`config.mk`:
```
export PLATFORM = sky130hd
export DESIGN_NAME = pll_reset_sequencer
export DESIGN_NICKNAME = d
export VERILOG_FILES = /design/src/rtl/pll_seq_pkg.sv /design/src/rtl/sync_bit.sv /design/src/rtl/pll_reset_sequencer.sv
export SDC_FILE = /design/constraint.sdc
export NUM_CORES = 1
export LEC_CHECK = 0
export CAP_MARGIN = 20
export CORE_UTILIZATION = 53
export CTS_BUF_LIST = sky130_fd_sc_hd__clkbuf_2 sky130_fd_sc_hd__clkbuf_4 sky130_fd_sc_hd__clkbuf_8
export DETAILED_ROUTE_END_ITERATION = 8
export GPL_TIMING_DRIVEN = 0
export PLACE_DENSITY = 0.79
export SKIP_CTS_REPAIR_TIMING = 1
export SKIP_LAST_GASP = 1
export SLEW_MARGIN = 20
export SYNTH_ARGS = -nofsm -noshare
export SYNTH_HDL_FRONTEND = slang
export SYNTH_SLANG_ARGS = --single-unit
```
`constraint.sdc`:
```
create_clock -name clkin -period 1.8 [get_ports clkin]
set_input_delay 0.36 -clock clkin [delete_from_list [all_inputs] [get_ports clkin]]
set_output_delay 0.36 -clock clkin [all_outputs]
set_load 0.02 [all_outputs]
```
`src/rtl/pll_seq_pkg.sv`:
```
// Shared types and constants for the PLL reset sequencer and its helpers.
package pll_seq_pkg;

   typedef enum logic [2:0] {
      ST_HOLD      = 3'd0,
      ST_WAIT_LOCK = 3'd1,
      ST_STABLE    = 3'd2,
      ST_RUN       = 3'd3,
      ST_PWRDN     = 3'd4,
      ST_FAULT     = 3'd5
   } state_e;

   localparam int RETRY_W   = 8;
   localparam int RETRY_SAT = (2 ** RETRY_W) - 1;

   function automatic int max3(input int a, input int b, input int c);
      int m;
      m = (a > b) ? a : b;
      return (m > c) ? m : c;
   endfunction

endpackage

```
`src/rtl/sync_bit.sv`:
```
// N-stage flop synchronizer for a single level signal crossing into clk_i.
module sync_bit #(
   parameter int   STAGES    = 2,
   parameter logic RESET_VAL = 1'b0
) (
   input  logic clk_i,
   input  logic rst_n_i,
   input  logic d_i,
   output logic q_o
);

   logic [STAGES-1:0] sync_q;

   always_ff @(posedge clk_i or negedge rst_n_i) begin
      if (!rst_n_i) begin
         sync_q <= {STAGES{RESET_VAL}};
      end else begin
         sync_q <= {sync_q[STAGES-2:0], d_i};
      end
   end

   assign q_o = sync_q[STAGES-1];

endmodule

```
`src/rtl/pll_reset_sequencer.sv`:
```
// PLL bring-up sequencer on the raw board clock: pulses the PLL reset, qualifies lock,
// releases the downstream reset and re-sequences on lock loss or timeout.
//
// state     | meaning
// HOLD      | PLL reset asserted for RST_HOLD_CYCLES
// WAIT_LOCK | PLL reset released, waiting for synchronized lock
// STABLE    | counting consecutive locked cycles
// RUN       | clock usable, downstream reset released
// PWRDN     | PLL powered down while pwrdwn_req is high
// FAULT     | retries exhausted, parked until restart
module pll_reset_sequencer
   import pll_seq_pkg::*;
#(
   parameter int RST_HOLD_CYCLES     = 16,
   parameter int LOCK_TIMEOUT_CYCLES = 16384,
   parameter int STABLE_CYCLES       = 256,
   parameter int MAX_RETRIES         = 7,
   parameter int SYNC_STAGES         = 2
) (
   input  logic               clkin,
   input  logic               reset_n,
   input  logic               pll_locked,
   input  logic               restart,
   input  logic               pwrdwn_req,
   output logic               pll_reset,
   output logic               pll_pwrdwn,
   output logic               sys_reset_n,
   output logic               ready,
   output logic               fault,
   output logic [RETRY_W-1:0] retry_cnt,
   output logic [2:0]         state_o
);

   localparam int CNT_W = $clog2(max3(RST_HOLD_CYCLES, LOCK_TIMEOUT_CYCLES, STABLE_CYCLES)) + 1;

   localparam logic [CNT_W-1:0]   HOLD_LAST    = CNT_W'(RST_HOLD_CYCLES - 1);
   localparam logic [CNT_W-1:0]   TIMEOUT_LAST = CNT_W'(LOCK_TIMEOUT_CYCLES - 1);
   localparam logic [CNT_W-1:0]   STABLE_LAST  = CNT_W'(STABLE_CYCLES - 1);
   localparam logic [RETRY_W-1:0] RETRY_TOP    = RETRY_W'(RETRY_SAT);
   // A limit at or above saturation can never be exceeded, so FAULT is unreachable then.
   localparam logic [RETRY_W-1:0] RETRY_LIMIT  =
      RETRY_W'((MAX_RETRIES > RETRY_SAT) ? RETRY_SAT : MAX_RETRIES);

   state_e             state_q, state_d;
   logic [CNT_W-1:0]   cnt_q, cnt_d;
   logic [RETRY_W-1:0] retry_q, retry_d, retry_inc;
   logic               fail;
   logic               locked_s;

   logic pll_reset_q, pll_reset_d;
   logic pll_pwrdwn_q, pll_pwrdwn_d;
   logic sys_rst_n_q, sys_rst_n_d;
   logic ready_q, ready_d;
   logic fault_q, fault_d;

   sync_bit #(
      .STAGES    (SYNC_STAGES),
      .RESET_VAL (1'b0)
   ) u_sync_locked (
      .clk_i   (clkin),
      .rst_n_i (reset_n),
      .d_i     (pll_locked),
      .q_o     (locked_s)
   );

   assign retry_inc = (retry_q == RETRY_TOP) ? retry_q : retry_q + 1'b1;

   always_comb begin
      state_d = state_q;
      cnt_d   = cnt_q;
      retry_d = retry_q;
      fail    = 1'b0;

      if (restart) begin
         retry_d = '0;
         cnt_d   = '0;
         state_d = pwrdwn_req ? ST_PWRDN : ST_HOLD;
      end else if (pwrdwn_req && (state_q != ST_FAULT)) begin
         if (state_q != ST_PWRDN) begin
            state_d = ST_PWRDN;
            cnt_d   = '0;
         end
      end else begin
         case (state_q)
            ST_HOLD: begin
               if (cnt_q == HOLD_LAST) begin
                  state_d = ST_WAIT_LOCK;
                  cnt_d   = '0;
               end else begin
                  cnt_d = cnt_q + 1'b1;
               end
            end
            ST_WAIT_LOCK: begin
               if (locked_s) begin
                  state_d = ST_STABLE;
                  cnt_d   = '0;
               end else if (cnt_q == TIMEOUT_LAST) begin
                  fail = 1'b1;
               end else begin
                  cnt_d = cnt_q + 1'b1;
               end
            end
            ST_STABLE: begin
               // Any drop discards the partial window; the retry path starts over in HOLD.
               if (!locked_s) begin
                  fail = 1'b1;
               end else if (cnt_q == STABLE_LAST) begin
                  state_d = ST_RUN;
                  cnt_d   = '0;
               end else begin
                  cnt_d = cnt_q + 1'b1;
               end
            end
            ST_RUN: begin
               if (!locked_s) begin
                  fail = 1'b1;
               end
            end
            ST_PWRDN: begin
               state_d = ST_HOLD;
               cnt_d   = '0;
            end
            ST_FAULT: begin
            end
            default: begin
               state_d = ST_HOLD;
               cnt_d   = '0;
            end
         endcase

         if (fail) begin
            retry_d = retry_inc;
            cnt_d   = '0;
            state_d = (retry_inc > RETRY_LIMIT) ? ST_FAULT : ST_HOLD;
         end
      end
   end

   // Outputs are decoded from the next state so they register together with it.
   always_comb begin
      pll_reset_d  = 1'b0;
      pll_pwrdwn_d = 1'b0;
      sys_rst_n_d  = 1'b0;
      ready_d      = 1'b0;
      fault_d      = 1'b0;
      case (state_d)
         ST_HOLD: begin
            pll_reset_d = 1'b1;
         end
         ST_PWRDN: begin
            pll_reset_d  = 1'b1;
            pll_pwrdwn_d = 1'b1;
         end
         ST_FAULT: begin
            pll_reset_d = 1'b1;
            fault_d     = 1'b1;
         end
         ST_RUN: begin
            sys_rst_n_d = 1'b1;
            ready_d     = 1'b1;
         end
         default: begin
         end
      endcase
   end

   always_ff @(posedge clkin or negedge reset_n) begin
      if (!reset_n) begin
         state_q      <= ST_HOLD;
         cnt_q        <= '0;
         retry_q      <= '0;
         pll_reset_q  <= 1'b1;
         pll_pwrdwn_q <= 1'b0;
         sys_rst_n_q  <= 1'b0;
         ready_q      <= 1'b0;
         fault_q      <= 1'b0;
      end else begin
         state_q      <= state_d;
         cnt_q        <= cnt_d;
         retry_q      <= retry_d;
         pll_reset_q  <= pll_reset_d;
         pll_pwrdwn_q <= pll_pwrdwn_d;
         sys_rst_n_q  <= sys_rst_n_d;
         ready_q      <= ready_d;
         fault_q      <= fault_d;
      end
   end

   assign pll_reset   = pll_reset_q;
   assign pll_pwrdwn  = pll_pwrdwn_q;
   assign sys_reset_n = sys_rst_n_q;
   assign ready       = ready_q;
   assign fault       = fault_q;
   assign retry_cnt   = retry_q;
   assign state_o     = state_q;

endmodule

```
==> results of run 1 <==
metal layers:
layer / GRT usage / vias up / wire length [um] / share of wire
li1: - / 917 / - / -
met1: 0.356 / 920 / 2260 / 0.46
met2: 0.375 / 69 / 2240 / 0.46
met3: 0.0533 / 9 / 305 / 0.062
met4: 0.0785 / 0 / 76 / 0.016
met5: 0 / - / 0 / 0
stage by stage:
| stage | hold slack [ns] | setup TNS [ns] | power, mW |
|---|---|---|---|
| 3_5_place_dp | 0.339 | -10.55 | 0.817 |
| 2_1_floorplan | 0.0644 | -1.63 | 0.777 |
| 6_report | 0.0662 | -4.12 | 1.38 |
| 3_3_place_gp | 0.336 | -18.50 | 0.819 |
| 4_1_cts | 0.0803 | -9.43 | 1.37 |
| 5_1_grt | 0.116 | -6.29 | 1.42 |
registers in the layout, indices dropped and copies added, names as in the netlist:
register	cells
state_o	3
pll_reset	1
ready	1
retry_cnt	8
fault	1
pll_pwrdwn	1
cnt_q	15
u_sync_locked.sync_q	2
area by class of cell:
type	count	area [sq um]
Buffer	13	96.3
Clock buffer	5	37.5
Clock inverter	3	42.5
Fill cell	248	876
Inverter	7	26.3
Multi-Input combinational cell	171	1150
Sequential cell	32	808
Tap cell	46	57.6
Timing Repair Buffer	33	323
power groups by stage:
stage               sequential [mW]  clock [mW]  combinational, mW
finish                        0.729       0.559             0.0879
global route                  0.730       0.597             0.0972
CTS                           0.729       0.566             0.0753
detailed placement            0.742           0             0.0750
global placement              0.742           0             0.0762
floorplan                     0.745           0             0.0324
placed cells by master (no fill, tap or decap), types with 5 or more instances in the layout:
| master | instances |
|---|---|
| nand2_1 | 33 |
| dfrtp_1 | 26 |
| o211ai_1 | 21 |
| buf_4 | 14 |
| nor2_1 | 13 |
| clkdlybuf4s50_1 | 10 |
| dlymetal6s2s_1 | 9 |
| clkbuf_4 | 8 |
| o21ai_0 | 8 |
| nand3_1 | 8 |
| nand4_1 | 7 |
| inv_1 | 7 |
| a31oi_1 | 6 |
| and3_1 | 5 |
| buf_6 | 5 |
| dfrtp_2 | 5 |
worst max-delay path, stage by stage, from the launching register on:
cell and delay (ns):
dfrtp_2 0.42, buf_6 0.13, or4b_4 0.50, nor3_4 0.19, a21boi_2 0.12, or4_4 0.50
a21oi_2 0.13
synthesized netlist by cell type, types with 2 or more instances:
cell type | n | area (sq um)
a41oi_1 | 2 | 17.5
clkbuf_1 | 7 | 26.3
nor2b_1 | 2 | 12.5
buf_4 | 2 | 15.0
buf_2 | 3 | 15.0
or2_2 | 3 | 18.8
o21ai_0 | 10 | 50.1
xnor2_1 | 2 | 17.5
and3_1 | 6 | 37.5
o22ai_1 | 2 | 12.5
and4_1 | 2 | 17.5
nand4_1 | 7 | 43.8
dfrtp_1 | 31 | 776
and2_1 | 2 | 12.5
a211oi_1 | 2 | 15.0
ha_1 | 2 | 25.0
o31ai_1 | 2 | 15.0
nand2_1 | 33 | 124
nand2b_1 | 2 | 12.5
a311oi_1 | 4 | 35.0
nor2_1 | 16 | 60.1
nor3_1 | 6 | 30.0
nor4_1 | 3 | 18.8
a31oi_1 | 6 | 37.5
or4_1 | 2 | 15.0
o211ai_1 | 21 | 158
nand3_1 | 9 | 45.0
or3_1 | 3 | 18.8
inv_1 | 7 | 26.3
a21oi_1 | 7 | 35.0
final timing paths:
kind,start,end,slack (ns),cells after the start
max in group asynchronous,reset_n,retry_cnt[0]$_DFFE_PN0P_,1.23,1
worst min register to register,u_sync_locked.sync_q[0]$_DFF_PN0_,u_sync_locked.sync_q[1]$_DFF_PN0_,0.36,0
worst max-delay path,state_o[1]$_DFF_PN0_,retry_cnt[2]$_DFFE_PN0P_,-0.27,6
min in group clkin,restart,state_o[0]$_DFF_PN0_,0.35,2
worst min-delay path,reset_n,cnt_q[7]$_DFFE_PN0P_,0.07,1
worst max register to register,state_o[1]$_DFF_PN0_,retry_cnt[2]$_DFFE_PN0P_,-0.27,6
cells by family after synthesis:
logic type                 after synthesis  share of synthesized area
adders and majority gates                2                     0.0130
AOI/OAI and AO/OA                       68                      0.249
and+or+nand+nor                         99                      0.263
DFF                                     32                      0.418
xor gates and xnor gates                 2                    0.00912
buffers and inverters                   20                     0.0489
==> reports/results.tsv, run 1 <==
stage	metric	value	unit
critical_path	Worst setup EP type	register	
logic_synthesis	#FFs+latches synth	32	
timing	achievable frequency	484	MHz
timing	Clock Skews	0.00977	ns
clocking	clk slew on worst S/H paths	0.11	ns
clocking	Sink Count	32	
placed_design	Final HPWL DP	3010	um
floorplan	die area	0.00387	sq mm
floorplan	IO Count	21	
power_and_ir_drop	switching share of power	0.242	
detailed_routing	drt total wl	4890	um
status	failing checks	setup timing	
detailed_routing	antenna viol nets, final	0	
timing	final setup violating endpoints	28	
critical_path	Worst setup SP type	register	
logic_synthesis	Synth Flop Type	dfrtp_1	
clocking	CTS Buf Count	5	
power_and_ir_drop	Comb pwr share	0.064	
hold_path	type of the tightest min-delay check	primary input to asynchronous set/reset pin	
detailed_routing	Via density	6.18	
global_routing	initial antenna violation count	0	
clocking	CTS tree	built	
power_and_ir_drop	NetSw	0.334	mW
power_and_ir_drop	Leak	1.11	nW
power_and_ir_drop	Pwr per Cell Area	542	mW/mm^2
logic_synthesis	post-synthesis cell area	0.00192	sq mm
timing	RSZ-0062 raised after global routing	yes	
detailed_routing	wire per inst	15.8	um
critical_path	WP data arrival	2.33	ns
global_routing	vias in the first global route	1658	
placed_design	port bufs	20	
critical_path	Crit Path Class	register to register	
timing	worst relative slew slack	0.523	
logic_synthesis	register area share after synthesis	0.418	
placed_design	post-placement cell count	289	
placed_design	GP Congestion	0.898	
global_routing	pin count of the biggest net entering global routing	33	
global_routing	first-pass GRT wire length	7610	um
floorplan	Initial Util	0.562	
detailed_routing	Vias	1915	
placed_design	Post-Place Setup Slack	-0.561	ns
clocking	clock root cell	clkbuf_4	
floorplan	Rows	21	
logic_synthesis	Post-synth ARST share	1.00	
timing	Final Max Slew Viols	0	
run	Max Cap Violations	0	
timing	Tmin final	2.07	ns
cells_and_area	fraction of layout cells with a size suffix above 1	0.265	
critical_path	Req. time, crit path	2.06	ns
cells_and_area	Nets	270	
cells_and_area	ANT cells	0	
critical_path	Critical Path Fanout Max	7	
clocking	H-tree depth	2	
cells_and_area	Finished Cell Area	0.00254	sq mm
logic_synthesis	yosys warns	0	
logic_synthesis	syn avg cell area	8.61	sq um
clocking	CTS max path bufs	2	
detailed_routing	1st-iter DRT viols	223	
detailed_routing	DR pass1 iterations	5	
timing	final hold vios	0	
floorplan	die height	62.2	um
logic_synthesis	EDFF count, synth	0	
placed_design	DP Area	0.00221	sq mm
logic_synthesis	cells after synthesis	223	
timing	final worst setup slack	-0.268	ns
logic_synthesis	Synth Net Count	230	
cells_and_area	Layout area overhead	32.2	%
power_and_ir_drop	internal cell power	1.04	mW
logic_synthesis	Distinct cells, synth	47	
detailed_routing	DRC	0	
cells_and_area	post-layout util	0.744	
power_and_ir_drop	clock share of power	0.406	
timing	Worst Tran Pin Value	0.715	ns
status	status	finished with violations	
global_routing	grt ovf	0	
cells_and_area	final std cells w/o fill	310	
floorplan	die width	62.2	um
power_and_ir_drop	Flop pwr share	0.530	
clocking	worst skew pair latency	0.33	ns
timing	fin crit share	1.15	
global_routing	GR Util All Layers	0.248	
power_and_ir_drop	VDD IR-drop max	0.000379	V
floorplan	floorplan core area	0.00342	sq mm
No activity file was read; power rests on OpenSTA's default activity.
==> inputs of run 2 (changes only) <==
CORE_MARGIN = 10   (was unset)
==> run 2 against run 1 <==
Net effect:
- clock skew up 0.0042 ns
- total power is 5.3% lower
- the run still ends with setup timing left
- critical path depth unchanged
- final cell count decreased by 1.6%
- utilization shrank 1.5 points
- maximum frequency grew 0.86%
- highest routed layer unchanged
- combinational power down 8.8%
- critical path type unchanged
- clock-buffer cell count is 3 higher
- register-to-register slack improved by 0.02 ns
- die area grew 66%
- critical endpoint unchanged
- clock power shrank 12%
==> reports/results.tsv, run 2 (same netlist as run 1, synthesis figures left out) <==
stage	metric	value	unit	change
hold_path	type of the tightest min-delay check	primary input to asynchronous set/reset pin		
timing	final worst setup slack	-0.250	ns	+0.0175 ns
critical_path	Req. time, crit path	2.07	ns	about the same
detailed_routing	Vias	1860		-2.9%
timing	fin crit share	1.14		-0.00974
timing	Final Max Slew Viols	0		unchanged
cells_and_area	Sequential Area	810	sq um	+0.15%
detailed_routing	DRC	0		unchanged
global_routing	GR Util All Layers	0.147		-0.102
critical_path	Worst R2R Setup Slack	-0.25	ns	+0.02 ns
timing	achievable frequency	488	MHz	+0.86%
critical_path	r2r endpoint	retry_cnt[2]$_DFFE_PN0P_		
timing	Clock Skews	0.0140	ns	+0.00424 ns
global_routing	first-pass GRT wire length	7650	um	+0.55%
global_routing	vias in the first global route	1657		-0.060%
critical_path	Cell Chain, Critical Path	buf_6 > or4b_4 > nor3_4 > a21boi_2 > or4_1 > a21oi_2		
critical_path	CP max-delay cell	or4b_4		
floorplan	IO Count	21		unchanged
cells_and_area	Layout area overhead	29.6	%	
placed_design	port bufs	20		unchanged
timing	final setup violating endpoints	28		unchanged
cells_and_area	Multi-input gate area	0.00115	sq mm	+0.55%
cells_and_area	largest register by flop count	cnt_q		
cells_and_area	Nets	265		-1.9%
clocking	clock root cell	clkbuf_4		
detailed_routing	DR pass1 iterations	4		-1
critical_path	Worst setup SP type	register		
floorplan	die area	0.00643	sq mm	+66%
cells_and_area	commonest cells after routing, fill and taps aside	nand2_1 (31), dfrtp_1 (25), o211ai_1 (21), nor2_1 (13)		
timing	Tmin final	2.05	ns	-0.0175 ns
detailed_routing	antenna viol nets, final	0		unchanged
status	failing checks	setup timing		
clocking	CTS Buf Count	5		unchanged
cells_and_area	ANT cells	0		unchanged
cells_and_area	post-layout util	0.729		-0.0147
cells_and_area	fraction of layout cells with a size suffix above 1	0.239		-0.0258
floorplan	Initial Util	0.562		unchanged
clocking	CTS max path bufs	2		unchanged
clocking	CTS tree	built		
critical_path	WP data arrival	2.32	ns	about the same
timing	RSZ-0062 raised after global routing	yes		
timing	final setup TNS	-4.19	ns	-0.0714 ns
floorplan	die width	80.2	um	+29%
cells_and_area	Largest register FFs	15		unchanged
critical_path	Worst setup EP type	register		
floorplan	floorplan core area	0.00342	sq mm	unchanged
timing	Worst Tran Pin Value	0.730	ns	+0.0141 ns
detailed_routing	drt total wl	4860	um	-0.57%
detailed_routing	wire per inst	15.9	um	+1.1%
detailed_routing	Via density	6.10		-1.3%
cells_and_area	most common cell after layout, fill and taps aside	nand2_1		
global_routing	initial antenna violation count	0		unchanged
power_and_ir_drop	Leak	1.10	nW	-1.2%
global_routing	grt ovf	0		unchanged
placed_design	DP Area	0.00221	sq mm	unchanged
critical_path	Crit Path Class	register to register		
critical_path	Critical Path Fanout Max	7		unchanged
floorplan	die height	80.2	um	+29%
placed_design	GP Congestion	0.836		-6.9%
timing	Final Hold Slack	0.0587	ns	-0.00750 ns
status	status	finished with violations		
clocking	worst skew pair latency	0.34	ns	about the same
clocking	clk slew on worst S/H paths	0.10	ns	about the same
critical_path	max incr delay on CP	0.50	ns	about the same
run	Max Cap Violations	0		unchanged
critical_path	reg2reg path depth	6		unchanged
power_and_ir_drop	Pwr per Cell Area	523	mW/mm^2	-3.4%
detailed_routing	1st-iter DRT viols	145		-35%
floorplan	Rows	21		unchanged
power_and_ir_drop	VDD IR-drop max	0.000399	V	+5.3%
cells_and_area	# fillers	251		+1.2%
clocking	H-tree depth	2		unchanged
power_and_ir_drop	total power	1.30	mW	-5.3%
critical_path	worst r2r src	state_o[1]$_DFF_PN0_		
clocking	Sink Count	32		unchanged
placed_design	Final HPWL DP	3200	um	+6.5%
timing	worst relative slew slack	0.514		-0.00942
cells_and_area	Finished Cell Area	0.00249	sq mm	-2.0%
timing	final hold vios	0		unchanged
global_routing	pin count of the biggest net entering global routing	33		unchanged
-- run 2: changes by cell type in the layout (fill, tap and decap cells not counted), moves of 2 or more --
cell and change:
buf_4 -4, buf_6 -2, clkbuf_2 +2, clkbuf_8 +2, nand2_1 -2, nand2_2 +2, o21ai_1 +3, o31ai_2 -2
-- run 2: power by group --
group | switching [mW] | internal (mW)
sequential | 0.00494 | 0.724
combinational | 0.0566 | 0.0236
clock | 0.249 | 0.245
total | 0.311 | 0.992
-- run 2: worst max-delay path by stage --
stage                     startpoint                  endpoint  cells after the start  slack (ns)
2_1_floorplan   state_o[1]$_DFF_PN0_  retry_cnt[2]$_DFFE_PN0P_                      6       -0.17
4_1_cts        cnt_q[11]$_DFFE_PN0P_      cnt_q[9]$_DFFE_PN0P_                      6       -0.41
5_1_grt         cnt_q[0]$_DFFE_PN0P_  retry_cnt[2]$_DFFE_PN0P_                      6       -0.35
3_5_place_dp                 restart      cnt_q[8]$_DFFE_PN0P_                      7       -0.55
3_3_place_gp                 restart      cnt_q[2]$_DFFE_PN0P_                      6       -0.55
6_report        state_o[1]$_DFF_PN0_  retry_cnt[2]$_DFFE_PN0P_                      6       -0.25
-- run 2: area by class of cell --
type                            instances  area share
Multi-Input combinational cell        171       0.464
Sequential cell                        32       0.325
Timing Repair Buffer                   28       0.113
Buffer                                 13      0.0352
Clock buffer                            8      0.0291
Tap cell                               46      0.0231
Inverter                                7      0.0106
-- run 2: critical path, delay by kind of cell (launching register included) --
| kind | cells | cell delay [ns] |
|---|---|---|
| flip-flops | 1 | 0.42 |
| AO/OA/AOI/OAI | 2 | 0.27 |
| buffers and inverters | 1 | 0.13 |
| AND/OR/NAND/NOR | 3 | 1.17 |
-- run 2: routing by layer --
metal | global-route usage | share of wire | up-vias
met5 | 0 | 0 | -
met4 | 0.0405 | 0.0099 | 0
met3 | 0.0434 | 0.058 | 8
met2 | 0.228 | 0.48 | 62
met1 | 0.192 | 0.46 | 874
li1 | - | - | 916
-- run 2: stage by stage --
stage	cells	setup WS, ns
finish	305	-0.250
global route	305	-0.347
global placement	289	-0.555
floorplan	223	-0.168
detailed placement	289	-0.555
CTS	297	-0.406
==> inputs of run 3 (changes only) <==
MAX_ROUTING_LAYER = met4   (was unset)
==> run 3 against run 2 <==
Net effect:
- maximum frequency shrank 0.24%
- combinational power shrank 0.6%
- highest routed layer unchanged
- the flow still finishes with violations (setup timing)
- via count shrank 1.2%
- largest cell class unchanged
- sequential power is essentially flat
==> reports/results.tsv, run 3 (same netlist as run 1, synthesis figures left out) <==
stage	metric	value	unit	change
placed_design	post-placement cell count	289		unchanged
global_routing	vias in the first global route	1652		-0.30%
critical_path	Worst path depth	6		unchanged
timing	Clock Skews	0.0135	ns	-0.000520 ns
floorplan	Initial Util	0.562		unchanged
critical_path	Crit Path Class	register to register		
critical_path	Critical Path Fanout Max	7		unchanged
critical_path	reg2reg path depth	6		unchanged
cells_and_area	most common cell after layout, fill and taps aside	nand2_1		
clocking	worst skew pair latency	0.34	ns	about the same
timing	RSZ-0062 raised after global routing	yes		
clocking	Sink Count	32		unchanged
detailed_routing	Via density	6.03		-1.2%
timing	Tmin final	2.05	ns	+0.00498 ns
timing	worst relative slew slack	0.527		+0.0134
power_and_ir_drop	Leak	1.10	nW	unchanged
timing	fin crit share	1.14		+0.00277
critical_path	Worst R2R Setup Slack	-0.25	ns	about the same
detailed_routing	antenna viol nets, final	0		unchanged
placed_design	port bufs	20		unchanged
global_routing	pin count of the biggest net entering global routing	33		unchanged
clocking	clk slew on worst S/H paths	0.10	ns	about the same
cells_and_area	fraction of layout cells with a size suffix above 1	0.239		unchanged
clocking	H-tree depth	2		unchanged
global_routing	grt ovf	0		unchanged
floorplan	die area	0.00643	sq mm	unchanged
detailed_routing	wire per inst	16.0	um	+0.25%
timing	Final Max Slew Viols	0		unchanged
timing	Final Hold Slack	0.0526	ns	-0.00610 ns
status	failing checks	setup timing		
critical_path	WP data arrival	2.32	ns	about the same
cells_and_area	final std cells w/o fill	305		unchanged
global_routing	initial antenna violation count	0		unchanged
run	Max Cap Violations	0		unchanged
floorplan	die height	80.2	um	unchanged
hold_path	type of the tightest min-delay check	primary input to asynchronous set/reset pin		
cells_and_area	Layout area overhead	29.6	%	unchanged
timing	final worst setup slack	-0.255	ns	-0.00498 ns
global_routing	GR Util All Layers	0.151		+0.00439
power_and_ir_drop	VDD IR-drop max	0.000400	V	+0.20%
critical_path	Worst Setup SP	state_o[1]$_DFF_PN0_		
clocking	CTS max path bufs	2		unchanged
critical_path	CP delay by family, top	simple AND/OR/NAND/NOR gates		
critical_path	worst r2r src	state_o[1]$_DFF_PN0_		
critical_path	Cell Chain, Critical Path	buf_6 > or4b_4 > nor3_4 > a21boi_2 > or4_1 > a21oi_2		
power_and_ir_drop	total power	1.30	mW	about the same
global_routing	first-pass GRT wire length	7670	um	+0.26%
timing	final hold vios	0		unchanged
floorplan	IO Count	21		unchanged
critical_path	Setup crit end	retry_cnt[2]$_DFFE_PN0P_		
floorplan	die width	80.2	um	unchanged
clocking	CTS tree	built		
critical_path	worst path bufs/invs	1		unchanged
critical_path	Worst setup SP type	register		
clocking	clock root cell	clkbuf_4		
detailed_routing	Vias	1838		-1.2%
cells_and_area	ANT cells	0		unchanged
cells_and_area	Largest register FFs	15		unchanged
cells_and_area	commonest cells after routing, fill and taps aside	nand2_1 (31), dfrtp_1 (25), o211ai_1 (21), nor2_1 (13)		
cells_and_area	largest register by flop count	cnt_q		
detailed_routing	DR pass1 iterations	4		unchanged
floorplan	Rows	21		unchanged
detailed_routing	DRC	0		unchanged
timing	Worst Tran Pin Value	0.709	ns	-0.0201 ns
power_and_ir_drop	Pwr per Cell Area	524	mW/mm^2	about the same
critical_path	Worst setup EP type	register		
critical_path	max incr delay on CP	0.50	ns	about the same
detailed_routing	drt total wl	4870	um	+0.25%
placed_design	Final HPWL DP	3200	um	unchanged
status	status	finished with violations		
critical_path	Req. time, crit path	2.07	ns	about the same
detailed_routing	1st-iter DRT viols	148		+2.1%
clocking	CTS Buf Count	5		unchanged
critical_path	CP max-delay cell	or4b_4		
floorplan	floorplan core area	0.00342	sq mm	unchanged
critical_path	r2r endpoint	retry_cnt[2]$_DFFE_PN0P_		
timing	achievable frequency	487	MHz	-0.24%
timing	final setup violating endpoints	28		unchanged
placed_design	GP Congestion	0.849		+1.5%
cells_and_area	Nets	265		unchanged
==> run 3: how the worst min path moves through the flow <==
stage,cells past startpoint,start,slack (ns),endpoint
floorplan,0,reset_n,0.06,cnt_q[0]$_DFFE_PN0P_
global placement,0,u_sync_locked.sync_q[0]$_DFF_PN0_,0.34,u_sync_locked.sync_q[1]$_DFF_PN0_
detailed placement,0,u_sync_locked.sync_q[0]$_DFF_PN0_,0.35,u_sync_locked.sync_q[1]$_DFF_PN0_
CTS,1,reset_n,0.08,retry_cnt[5]$_DFFE_PN0P_
global route,1,reset_n,0.08,retry_cnt[5]$_DFFE_PN0P_
finish,1,reset_n,0.05,retry_cnt[3]$_DFFE_PN0P_
==> run 3: area by class of cell <==
cell class	instances	area, sq um
inverter	7	26.3
tap	46	57.6
timing repair buffer	28	282
fill	251	926
clock buffer	8	72.6
multi-input combinational	171	1150
sequential	32	810
buffer	13	87.6
==> run 3: per-layer routing <==
metal	vias to the layer above	wire length, um	global-route usage
li1	918	-	-
met1	858	2280	0.197
met2	54	2300	0.226
met3	8	247	0.0390
met4	0	48	0.0405
met5	-	0	-
==> run 3: stage by stage <==
step / utilization / setup slack (ns) / setup TNS (ns) / instance area [sq um]
final: 0.729 / -0.255 / -4.33 / 2490
after global routing: 0.729 / -0.347 / -7.47 / 2490
after CTS: 0.668 / -0.406 / -9.10 / 2280
after detailed placement: 0.647 / -0.555 / -10.66 / 2210
after global placement: 0.648 / -0.555 / -18.42 / 2210
after floorplan: - / -0.168 / -1.63 / 1960
==> run 3: report_power, final <==
group | internal, mW | total (mW) | switching [mW]
Sequential | 0.724 | 0.729 | 0.00488
Clock | 0.245 | 0.496 | 0.251
Combinational | 0.0236 | 0.0797 | 0.0561
